==> src/rtl/neuron_mac.sv <==
// Single-neuron fixed-point MAC: streams NUM_WEIGHT activations against a registered
// weight memory, adds a bias, saturates, and emits one result with a one-cycle valid pulse.
module neuron_mac #(
    parameter int NUM_WEIGHT = 30,
    parameter int ADDR_WIDTH = $clog2(NUM_WEIGHT),
    parameter int DATA_WIDTH = 16,
    parameter int FRAC_BITS  = 12,
    parameter int ACC_WIDTH  = 2*DATA_WIDTH
) (
    input  logic                         clk,
    input  logic                         rst_n,
    input  logic                         in_valid,
    input  logic signed [DATA_WIDTH-1:0] in_data,
    output logic                         in_ready,
    input  logic signed [DATA_WIDTH-1:0] bias,
    output logic                         w_ren,
    output logic        [ADDR_WIDTH-1:0] w_radd,
    input  logic signed [DATA_WIDTH-1:0] w_data,
    output logic signed [DATA_WIDTH-1:0] out_data,
    output logic                         out_valid,
    output logic                         busy
);

    // The counter must be able to hold NUM_WEIGHT itself, which may need one bit more than the address.
    localparam int CNT_WIDTH  = $clog2(NUM_WEIGHT + 1);
    localparam int PROD_WIDTH = 2*DATA_WIDTH;

    localparam logic signed [ACC_WIDTH-1:0] ACC_SAT_MAX =
        {{(ACC_WIDTH-DATA_WIDTH+1){1'b0}}, {(DATA_WIDTH-1){1'b1}}};
    localparam logic signed [ACC_WIDTH-1:0] ACC_SAT_MIN =
        {{(ACC_WIDTH-DATA_WIDTH+1){1'b1}}, {(DATA_WIDTH-1){1'b0}}};
    localparam logic signed [DATA_WIDTH-1:0] OUT_MAX = {1'b0, {(DATA_WIDTH-1){1'b1}}};
    localparam logic signed [DATA_WIDTH-1:0] OUT_MIN = {1'b1, {(DATA_WIDTH-1){1'b0}}};

    typedef enum logic [2:0] {
        S_IDLE,
        S_ACCUM,
        S_DRAIN,
        S_BIAS,
        S_DONE
    } state_t;

    state_t                       state_q, state_d;
    logic        [CNT_WIDTH-1:0]  cnt_q, cnt_d;
    logic signed [ACC_WIDTH-1:0]  acc_q, acc_d;
    logic signed [DATA_WIDTH-1:0] act_q, act_d;
    logic                         vld_q, vld_d;
    logic signed [DATA_WIDTH-1:0] out_q, out_d;
    logic                         out_valid_q, out_valid_d;

    logic                         accept;
    logic signed [PROD_WIDTH-1:0] prod;
    logic signed [PROD_WIDTH-1:0] prod_sh;
    logic signed [ACC_WIDTH-1:0]  sum;

    assign in_ready  = (state_q == S_IDLE) ||
                       ((state_q == S_ACCUM) && (cnt_q < CNT_WIDTH'(NUM_WEIGHT)));
    assign accept    = in_valid && in_ready;
    assign w_ren     = accept;
    assign w_radd    = ADDR_WIDTH'(cnt_q);
    assign busy      = (state_q != S_IDLE);
    assign out_data  = out_q;
    assign out_valid = out_valid_q;

    // act_q is the activation accepted one edge ago; w_data is the weight read at that same edge.
    assign prod    = PROD_WIDTH'(act_q) * PROD_WIDTH'(w_data);
    assign prod_sh = prod >>> FRAC_BITS;
    assign sum     = acc_q + ACC_WIDTH'(bias);

    always_comb begin
        // NOTE: every _d takes a default before any branch, so no path leaves it unassigned and no latch is inferred.
        state_d     = state_q;
        cnt_d       = cnt_q;
        acc_d       = acc_q;
        act_d       = act_q;
        vld_d       = 1'b0;
        out_d       = out_q;
        out_valid_d = 1'b0;

        if (vld_q) begin
            acc_d = acc_q + ACC_WIDTH'(prod_sh);
        end

        if (accept) begin
            act_d = in_data;
            cnt_d = cnt_q + CNT_WIDTH'(1);
            vld_d = 1'b1;
        end

        unique case (state_q)
            S_IDLE: begin
                if (accept) begin
                    acc_d   = '0;
                    state_d = (cnt_d == CNT_WIDTH'(NUM_WEIGHT)) ? S_DRAIN : S_ACCUM;
                end
            end
            S_ACCUM: begin
                if (accept && (cnt_d == CNT_WIDTH'(NUM_WEIGHT))) begin
                    state_d = S_DRAIN;
                end
            end
            S_DRAIN: begin
                state_d = S_BIAS;
            end
            S_BIAS: begin
                if (sum > ACC_SAT_MAX) begin
                    out_d = OUT_MAX;
                end else if (sum < ACC_SAT_MIN) begin
                    out_d = OUT_MIN;
                end else begin
                    out_d = sum[DATA_WIDTH-1:0];
                end
                out_valid_d = 1'b1;
                state_d     = S_DONE;
            end
            S_DONE: begin
                cnt_d   = '0;
                state_d = S_IDLE;
            end
            default: begin
                state_d = S_IDLE;
            end
        endcase
    end

    // NOTE: state flops use non-blocking assignments so every flop samples pre-edge values.
    always_ff @(posedge clk or negedge rst_n) begin
        if (!rst_n) begin
            state_q     <= S_IDLE;
            cnt_q       <= '0;
            acc_q       <= '0;
            act_q       <= '0;
            vld_q       <= 1'b0;
            out_q       <= '0;
            out_valid_q <= 1'b0;
        end else begin
            state_q     <= state_d;
            cnt_q       <= cnt_d;
            acc_q       <= acc_d;
            act_q       <= act_d;
            vld_q       <= vld_d;
            out_q       <= out_d;
            out_valid_q <= out_valid_d;
        end
    end

endmodule
==> config.mk <==
export PLATFORM = sky130hd
export DESIGN_NAME = neuron_mac
export DESIGN_NICKNAME = d
export VERILOG_FILES = /design/src/rtl/neuron_mac.sv
export SDC_FILE = /design/constraint.sdc
export NUM_CORES = 1
export LEC_CHECK = 0
export CELL_PAD_IN_SITES_DETAIL_PLACEMENT = 1
export CELL_PAD_IN_SITES_GLOBAL_PLACEMENT = 2
export CORE_ASPECT_RATIO = 1.1
export CORE_MARGIN = 4
export CORE_UTILIZATION = 40
export DETAILED_ROUTE_END_ITERATION = 7
export GPL_ROUTABILITY_DRIVEN = 1
export PLACE_DENSITY_LB_ADDON = 0.12
export SYNTH_ARGS = -nofsm -noshare
export SYNTH_HDL_FRONTEND = slang
export SYNTH_SLANG_ARGS = --single-unit
export TNS_END_PERCENT = 50
==> constraint.sdc <==
create_clock -name clk -period 9.1 [get_ports clk]
set_clock_uncertainty 0.1 [all_clocks]
set_input_delay 1.82 -clock clk [delete_from_list [all_inputs] [get_ports clk]]
set_output_delay 1.82 -clock clk [all_outputs]
set_load 0.02 [all_outputs]
==> flow_metrics.env, run 1 <==
export IMPL_overflow=0
export IMPL_place_detailed_hpwl_um=39700
export IMPL_reg2reg_from="act_q[5]"
export IMPL_slew_headroom_pct=44.1
export IMPL_max_stage_delay_ps=540
export IMPL_first_iter_violations=370
export IMPL_drc=0
export IMPL_violations="setup timing"
export IMPL_final_cell_count_no_fill=2558
export IMPL_synth_flop_cell="dfrtp_1"
export IMPL_slew_violations=0
export IMPL_crit_type="in2reg"
export IMPL_hp_class="reg2reg"
export IMPL_via_per_inst=5.15
export IMPL_io_pin_count=76
export IMPL_path_max_fanout=5
export IMPL_dieArea_um2=42800
export IMPL_rows=76
export IMPL_layout_common_cells="inv_1, fa_1, buf_4"
export IMPL_hold_viol=0
export IMPL_ys_types=73
export IMPL_vias=13200
export IMPL_grt_use_total_pct=22.8
export IMPL_yosysWarnings=0
export IMPL_clkLatencyLatePin_ps=350
export IMPL_firstDrtPassIters=4
export IMPL_crit_slowest_cell="fa_1"
export IMPL_post_route_min_period_ps=9300
export IMPL_cp_common_cell="fa_1"
export IMPL_mappedNetlistNets=2221
export IMPL_rr_worst_depth=36
export IMPL_fin_ws_ps=-197
export IMPL_cts_buffers=9
export IMPL_tightest_slew_ps=838
export IMPL_clock_sinks=74
export IMPL_syn_inst=1765
export IMPL_worstHoldStart="out_data[15]"
export IMPL_portBuffers=75
export IMPL_r2r_end="acc_q[31]"
export IMPL_placed_cells=2485
export IMPL_rsz0062_at_grt="true"
export IMPL_cts_root_buf="clkbuf_16"
export IMPL_htreeDepth=3
export IMPL_die_height_um=217
export IMPL_drive_gt1_share_pct=22.6
export IMPL_worstPathArrival_ps=9470
export IMPL_grt_antenna_before_repair=0
export IMPL_wl_per_cell_um=18.7
export IMPL_cap_viol_max_count=0
export IMPL_cts_tree="built"
export IMPL_regToRegSetupSlack_ps=610
export IMPL_cts_hold_buffers=0
export IMPL_grt_pass1_wl_um=79500
export IMPL_die_w_um=198
export IMPL_start_util_pct=40.5
export IMPL_grt_max_degree=59
export IMPL_synth_area_um2=15800
export IMPL_ys_ff_latch=74
export IMPL_gp_congestion=0.860
export IMPL_max_freq_ghz=0.108
export IMPL_finalSetupViolCount=5
export IMPL_final_common_cell="inv_1"
export IMPL_syn_to_final_growth_pct=27.0
export IMPL_core_um2=39100
export IMPL_min_period_over_period_pct=102
export IMPL_hold_path_depth=2
export IMPL_grt_pass1_vias=15000
export IMPL_min_to="out_data[15]"
export IMPL_ys_seq_area_share_pct=11.7
export IMPL_synth_edf_count=0
export IMPL_wl_um=47700
export IMPL_drtAntennaViolNets=0
export IMPL_endpoint_kind="flop"
export IMPL_synth_avg_cell_area_um2=8.96
export IMPL_clk_pin_slew_ps=70
export IMPL_critPathLaunchType="input pin"
export IMPL_status="complete, but fails checks"
export IMPL_critPathRequiredTime_ps=9270
export IMPL_async_reset_ff_share_pct=100
export IMPL_cts_max_path_buffers=2
export IMPL_nNetsFinal=2502
export IMPL_antenna_cells=0
[routing by layer]
metal / global-route usage, % / wire, um / vias up
met2: 42.9 / 25900 / 108
met1: 29.3 / 20500 / 6772
li1: - / - / 6252
met4: 3.24 / 612 / 0
met3: 1.57 / 714 / 45
met5: 0 / 0 / -
[cell usage after synthesis (6+ instances only)]
cell type | n | area share [%]
dfrtp_1 | 74 | 12
inv_1 | 303 | 7.2
or3_1 | 6 | 0.24
o21ai_1 | 6 | 0.19
fa_1 | 263 | 33
xnor2_1 | 44 | 2.4
nor3_1 | 24 | 0.76
a21o_1 | 31 | 1.5
a31oi_1 | 6 | 0.24
nand3_1 | 16 | 0.51
nand2b_1 | 18 | 0.71
nand4_1 | 10 | 0.40
o21ai_0 | 50 | 1.6
mux2_2 | 18 | 1.3
ha_1 | 142 | 11
nand2_1 | 172 | 4.1
nor2b_1 | 21 | 0.83
mux2i_1 | 20 | 1.3
a21oi_1 | 69 | 2.2
o211ai_1 | 9 | 0.43
o22ai_1 | 13 | 0.51
and3_1 | 8 | 0.32
nor2_1 | 103 | 2.4
a21boi_0 | 9 | 0.43
a2bb2oi_1 | 6 | 0.33
clkbuf_1 | 49 | 1.2
xor2_1 | 21 | 1.2
and2_1 | 127 | 5.0
a211oi_1 | 14 | 0.66
o21a_1 | 21 | 1.0
[kinds of logic (layout without fill, tap and decap cells)]
group | Yosys count | after routing | synth area share (%)
AO/OA/AOI/OAI | 287 | 287 | 12.2
buffers and inverters | 361 | 647 | 8.64
AND/OR/NAND/NOR | 534 | 534 | 16.7
multiplexers | 38 | 38 | 2.55
XOR/XNOR | 66 | 66 | 3.70
adder cells (fa/ha/maj) | 405 | 405 | 44.5
flip-flops | 74 | 74 | 11.7
[worst max-delay path by stage]
stage,start,endpoint,slack [ps],cells after the start
floorplan,w_data[1],acc_q[31],0.2,35
global placement,w_data[4],acc_q[31],-1050,37
detailed placement,w_data[6],acc_q[31],-1150,37
CTS,w_data[3],acc_q[31],-210,36
global route,w_data[6],acc_q[31],-600,37
finish,w_data[5],acc_q[31],-200,37
[worst max-delay path, delay by kind of cell]
kind,cells,cell delay (ps)
compound gates,13,2400
xor+xnor,1,90
fa+ha+maj,8,3420
buf+inv,6,450
mux,2,490
simple gates,7,800
[metrics by stage]
| step | instance area (um^2) | setup TNS (ps) | hold slack (ps) | util [%] | setup WS, ps |
|---|---|---|---|---|---|
| final | 20100 | -365 | 442 | 51.4 | -197 |
| after global routing | 20100 | -5350 | 478 | 51.4 | -600 |
| after CTS | 19600 | -434 | 448 | 50.2 | -213 |
| after detailed placement | 18600 | -16780 | 429 | 47.5 | -1150 |
| after global placement | 18600 | -14790 | 416 | 47.5 | -1050 |
| after floorplan | 15900 | 0 | 413 | - | 0.208 |
[state kept, by name, summed over array words and instances, names as in the netlist]
name,cells
out_data,16
w_radd,5
act_q,16
acc_q,32
vld_q,1
out_valid,1
state_q,3
[layout make-up]
class / count / area [um^2]
clock inverter: 7 / 95.1
tap: 507 / 634
inverter: 303 / 1140
fill: 4479 / 19000
multi-input combinational: 1330 / 13300
timing repair buffer: 328 / 2810
clock buffer: 9 / 225
sequential: 74 / 1850
[what timing repair did]
item	CTS	global route
gates cloned	4	0
resized for setup	154	102
pin swaps	95	89
buffers inserted	39	19
endpoints found under the setup margin	19	19
Power of run 1 is left out: the tool's default activity adds up to more than one toggle a clock period on the data nets, which glitch-free logic cannot reach.
==> inputs of run 2 (changes only) <==
Settings changed: ABC_CLOCK_PERIOD_IN_PS from default to 11300.
Clock period 9.1 ns to 11.3 ns, I/O delays scaled along.
==> run 2 against run 1 <==
The flow now finishes without violations. Flip-flop and latch count unchanged. Register-to-register slack improved by 1600 ps. Final area down 12%. First-iteration DRC count is 0.54% higher. Critical path depth is 4 lower. Cell count is 8.4% lower. Via count decreased by 7.7%. Routed wire length down 9.5%. Non-clock buffer count shrank 217. Die area unchanged.
==> flow_metrics.env, run 2 (synthesis results as in run 1) <==
export IMPL_nNetsFinal=2285
export IMPL_seqCellArea_um2=1850
export IMPL_hp_class="reg2reg"
export IMPL_io_pin_count=76
export IMPL_syn_to_final_growth_pct=11.6
export IMPL_die_w_um=198
export IMPL_slew_violations=0
export IMPL_grt_pass1_vias=13700
export IMPL_grt_use_total_pct=21.0
export IMPL_gp_congestion=0.835
export IMPL_min_period_over_period_pct=94.2
export IMPL_clkLatencyLatePin_ps=360
export IMPL_core_um2=39100
export IMPL_first_iter_violations=372
export IMPL_wl_um=43200
export IMPL_final_common_cell="inv_1"
export IMPL_firstDrtPassIters=4
export IMPL_cp_common_cell="fa_1"
export IMPL_path_max_fanout=16
export IMPL_largest_register_ffs=32
export IMPL_post_route_min_period_ps=10650
export IMPL_drtAntennaViolNets=0
export IMPL_max_stage_delay_ps=540
export IMPL_cap_viol_max_count=0
export IMPL_crit_buf_inv=6
export IMPL_layout_common_cells="inv_1, fa_1, nand2_1"
export IMPL_rows=76
export IMPL_vias=12200
export IMPL_num_fill_cells=4520
export IMPL_cts_buffers=9
export IMPL_critPathTopFamily="adder cells"
export IMPL_rsz0062_at_grt="false"
export IMPL_endpoint_kind="flop"
export IMPL_grt_antenna_before_repair=1
export IMPL_hold_ws_ps=446
export IMPL_critPathRequiredTime_ps=11480
export IMPL_critPathLaunchType="input pin"
export IMPL_portBuffers=75
export IMPL_multiInputGateArea_um2=12600
export IMPL_slew_headroom_pct=28.7
export IMPL_fin_tns_setup_ps=0
export IMPL_cts_hold_buffers=0
export IMPL_drc=0
export IMPL_cts_max_path_buffers=2
export IMPL_max_freq_ghz=0.0939
export IMPL_crit_slowest_cell="fa_1"
export IMPL_clk_pin_slew_ps=70
export IMPL_cts_tree="built"
export IMPL_status="completed"
export IMPL_start_util_pct=40.5
export IMPL_dieArea_um2=42800
export IMPL_finalSetupViolCount=0
export IMPL_cts_root_buf="clkbuf_16"
export IMPL_worstPathArrival_ps=10830
export IMPL_top_register="acc_q"
export IMPL_clock_sinks=74
export IMPL_hold_viol=0
export IMPL_overflow=0
export IMPL_crit_type="in2reg"
export IMPL_place_detailed_hpwl_um=36600
export IMPL_htreeDepth=3
export IMPL_grt_pass1_wl_um=72600
export IMPL_grt_max_degree=65
export IMPL_die_height_um=217
export IMPL_tightest_slew_ps=1070
export IMPL_wl_per_cell_um=18.4
export IMPL_via_per_inst=5.19
export IMPL_drive_gt1_share_pct=5.02
[run 2: cell count changes in the layout (fill, tap and decap cells not counted), moves of 17 or more]
cell / previous run / this run
a21oi_1: 50 / 68
inv_1: 281 / 303
buf_4: 223 / 35
buf_6: 27 / 0
ha_1: 125 / 142
inv_2: 21 / 0
[run 2: through the flow]
step	setup slack (ps)	utilization, %	cell area (um^2)	instances
4_1_cts	104	45.0	17600	2340
3_3_place_gp	157	44.2	17300	2324
3_5_place_dp	-186	44.2	17300	2324
6_report	653	45.2	17600	2342
5_1_grt	9.71	45.2	17600	2342
2_1_floorplan	1230	-	15800	1765
[run 2: worst paths after layout]
path | from | endpoint | slack [ps] | cells past startpoint
hold / removal | out_data[1] | out_data[1] | 450 | 2
hold reg to reg | out_data[1] | out_data[1] | 450 | 2
min in group asynchronous | rst_n | out_valid | 1610 | 1
setup / recovery | w_data[1] | acc_q[31] | 650 | 33
setup reg to reg | act_q[7] | acc_q[31] | 2170 | 33
max in group asynchronous | rst_n | acc_q[27] | 8360 | 2
[run 2: cell type report]
cell class                 instances  area share [%]
clock inverter                     6           0.553
tap                              507            3.59
sequential                        74            10.5
antenna                            1          0.0142
inverter                         303            6.44
timing repair buffer             111            5.95
clock buffer                      10            1.35
multi-input combinational       1330            71.6
[run 2: tightest hold or removal path: cells and delay by family, from the launching register on]
kind / cells / cell delay (ps)
DFF: 1 / 350
AOI/OAI and AO/OA: 1 / 100
and+or+nand+nor: 1 / 50
[run 2: layer usage]
metal / share of wire (%) / vias up / track usage, % / wire length (um)
li1: - / 5816 / - / -
met1: 45 / 6208 / 27.8 / 19600
met2: 51 / 90 / 37.2 / 22100
met3: 1.6 / 47 / 1.90 / 671
met4: 1.9 / 0 / 5.05 / 805
met5: 0 / - / 0 / 0
[run 2: what timing repair did]
| item | 4_1_cts | 5_1_grt |
|---|---|---|
| buffers inserted | 0 | 1 |
| gates resized for setup | 0 | 11 |
| endpoints found under the setup margin | 0 | 10 |
Power of run 2 is left out for the same reason.
==> inputs of run 3 (changes only) <==
Settings changed: CORE_UTILIZATION 40 to 43.
==> run 3 against run 2 <==
Sequential share of layout area about the same. Critical endpoint unchanged. Critical path type unchanged. Highest routed layer unchanged. First-iteration DRC count up 13%. Cell count down 0.77%. Via count down 0.16%.
==> flow_metrics.env, run 3 (synthesis results as in run 1) <==
export IMPL_portBuffers=75
export IMPL_clkLatencyLatePin_ps=360
export IMPL_grt_max_degree=75
export IMPL_cts_tree="built"
export IMPL_r2r_end="acc_q[31]"
export IMPL_endpoint_kind="flop"
export IMPL_firstDrtPassIters=4
export IMPL_met2_length_um=21100
export IMPL_hp_class="reg2reg"
export IMPL_start_util_pct=43.6
export IMPL_wl_um=42100
export IMPL_top_register="acc_q"
export IMPL_path_max_fanout=9
export IMPL_die_height_um=209
export IMPL_rsz0062_at_grt="false"
export IMPL_first_iter_violations=419
export IMPL_wl_met1_um=19500
export IMPL_vias=12100
export IMPL_wl_per_cell_um=18.1
export IMPL_cp_common_cell="fa_1"
export IMPL_core_um2=36300
export IMPL_status="completed"
export IMPL_cap_viol_max_count=0
export IMPL_fin_tns_setup_ps=0
export IMPL_worstPathArrival_ps=10870
export IMPL_place_detailed_hpwl_um=35900
export IMPL_overflow=0
export IMPL_gp_congestion=0.827
export IMPL_io_pin_count=76
export IMPL_htreeDepth=3
export IMPL_final_common_cell="inv_1"
export IMPL_syn_to_final_growth_pct=11.3
export IMPL_min_to="out_data[1]"
export IMPL_antenna_cells=0
export IMPL_via_per_inst=5.22
export IMPL_hold_viol=0
export IMPL_dp_slack_ps=-108
export IMPL_topRoutingLayerUsed="met4"
export IMPL_clk_pin_slew_ps=60
export IMPL_critPathRequiredTime_ps=11480
export IMPL_worstHoldStart="out_data[1]"
export IMPL_cts_max_path_buffers=2
export IMPL_clock_sinks=74
export IMPL_reg2reg_from="act_q[7]"
export IMPL_layout_common_cells="inv_1, fa_1, nand2_1"
export IMPL_slew_violations=0
export IMPL_drive_gt1_share_pct=4.95
export IMPL_crit_type="in2reg"
export IMPL_hold_path_depth=2
export IMPL_drc=0
export IMPL_finalSetupViolCount=0
export IMPL_critPathLaunchType="input pin"
export IMPL_slew_headroom_pct=30.0
export IMPL_drtAntennaViolNets=0
export IMPL_largest_register_ffs=32
export IMPL_max_freq_ghz=0.0936
export IMPL_grt_antenna_before_repair=0
export IMPL_cts_root_buf="clkbuf_16"
export IMPL_tightest_slew_ps=1050
export IMPL_die_w_um=191
export IMPL_dieArea_um2=39900
export IMPL_cts_resized=0
export IMPL_post_route_cell_area_um2=17600
export IMPL_cts_buffers=9
export IMPL_post_route_min_period_ps=10680
export IMPL_crit_slowest_cell="clkdlybuf4s50_1"
export IMPL_rr_worst_depth=36
export IMPL_met3_length_um=890
export IMPL_postCtsSetupBuffers=0
export IMPL_max_stage_delay_ps=730
export IMPL_rows=73
export IMPL_grt_use_total_pct=22.3
export IMPL_placed_cell_area_um2=17200
export IMPL_regToRegSetupSlack_ps=2130
export IMPL_grt_pass1_wl_um=72300
export IMPL_grt_pass1_vias=13800
export IMPL_nNetsFinal=2288
export IMPL_min_period_over_period_pct=94.5
export IMPL_fin_ws_ps=617
export IMPL_cts_hold_buffers=0
-- run 3: changes by cell type in the layout (fill, tap and decap cells not counted) --
| cell | delta |
|---|---|
| a211oi_1 | +1 |
| a211oi_2 | -1 |
| a21oi_1 | +1 |
| a21oi_2 | -1 |
| a311oi_1 | +1 |
| a311oi_2 | -1 |
| buf_12 | -2 |
| buf_4 | +5 |
| clkdlybuf4s50_1 | -3 |
| diode_2 | -1 |
| dlymetal6s2s_1 | +3 |
| o21ai_0 | +1 |
| o21ai_2 | -1 |
-- run 3: layer usage --
layer	track usage, %	vias up
met5	0	-
met3	1.95	29
li1	-	5815
met2	38.7	122
met1	30.9	6176
met4	4.16	0
-- run 3: final cells by class --
cell class / count / area [um^2]
tap: 487 / 609
clock inverter: 6 / 97.6
fill: 4297 / 18700
timing repair buffer: 114 / 1060
sequential: 74 / 1850
multi-input combinational: 1330 / 12600
inverter: 303 / 1140
clock buffer: 10 / 239
-- run 3: worst max-delay path, delay by kind of cell --
family / cells / cell delay [ps]
mux: 2 / 430
xor+xnor: 1 / 80
compound gates: 12 / 2650
simple gates: 6 / 660
buf+inv: 5 / 1140
fa+ha+maj: 8 / 3620
-- run 3: through the flow --
step | instances | hold slack [ps] | util, %
4_1_cts | 2324 | 455 | 48.5
3_5_place_dp | 2308 | 424 | 47.6
5_1_grt | 2324 | 489 | 48.6
3_3_place_gp | 2308 | 419 | 47.6
6_report | 2324 | 442 | 48.6
2_1_floorplan | 1765 | 413 | -
-- run 3: worst max path at each step --
stage                    start   endpoint  slack, ps  depth (start not counted)
detailed placement   w_data[1]  acc_q[31]       -110                         35
finish              w_data[10]  acc_q[31]        620                         34
CTS                  w_data[1]  acc_q[31]        220                         35
global placement     w_data[3]  acc_q[31]        190                         36
global route         w_data[8]  acc_q[31]         90                         38
floorplan            w_data[7]  acc_q[31]       1230                         33
Power of run 3 is left out for the same reason.
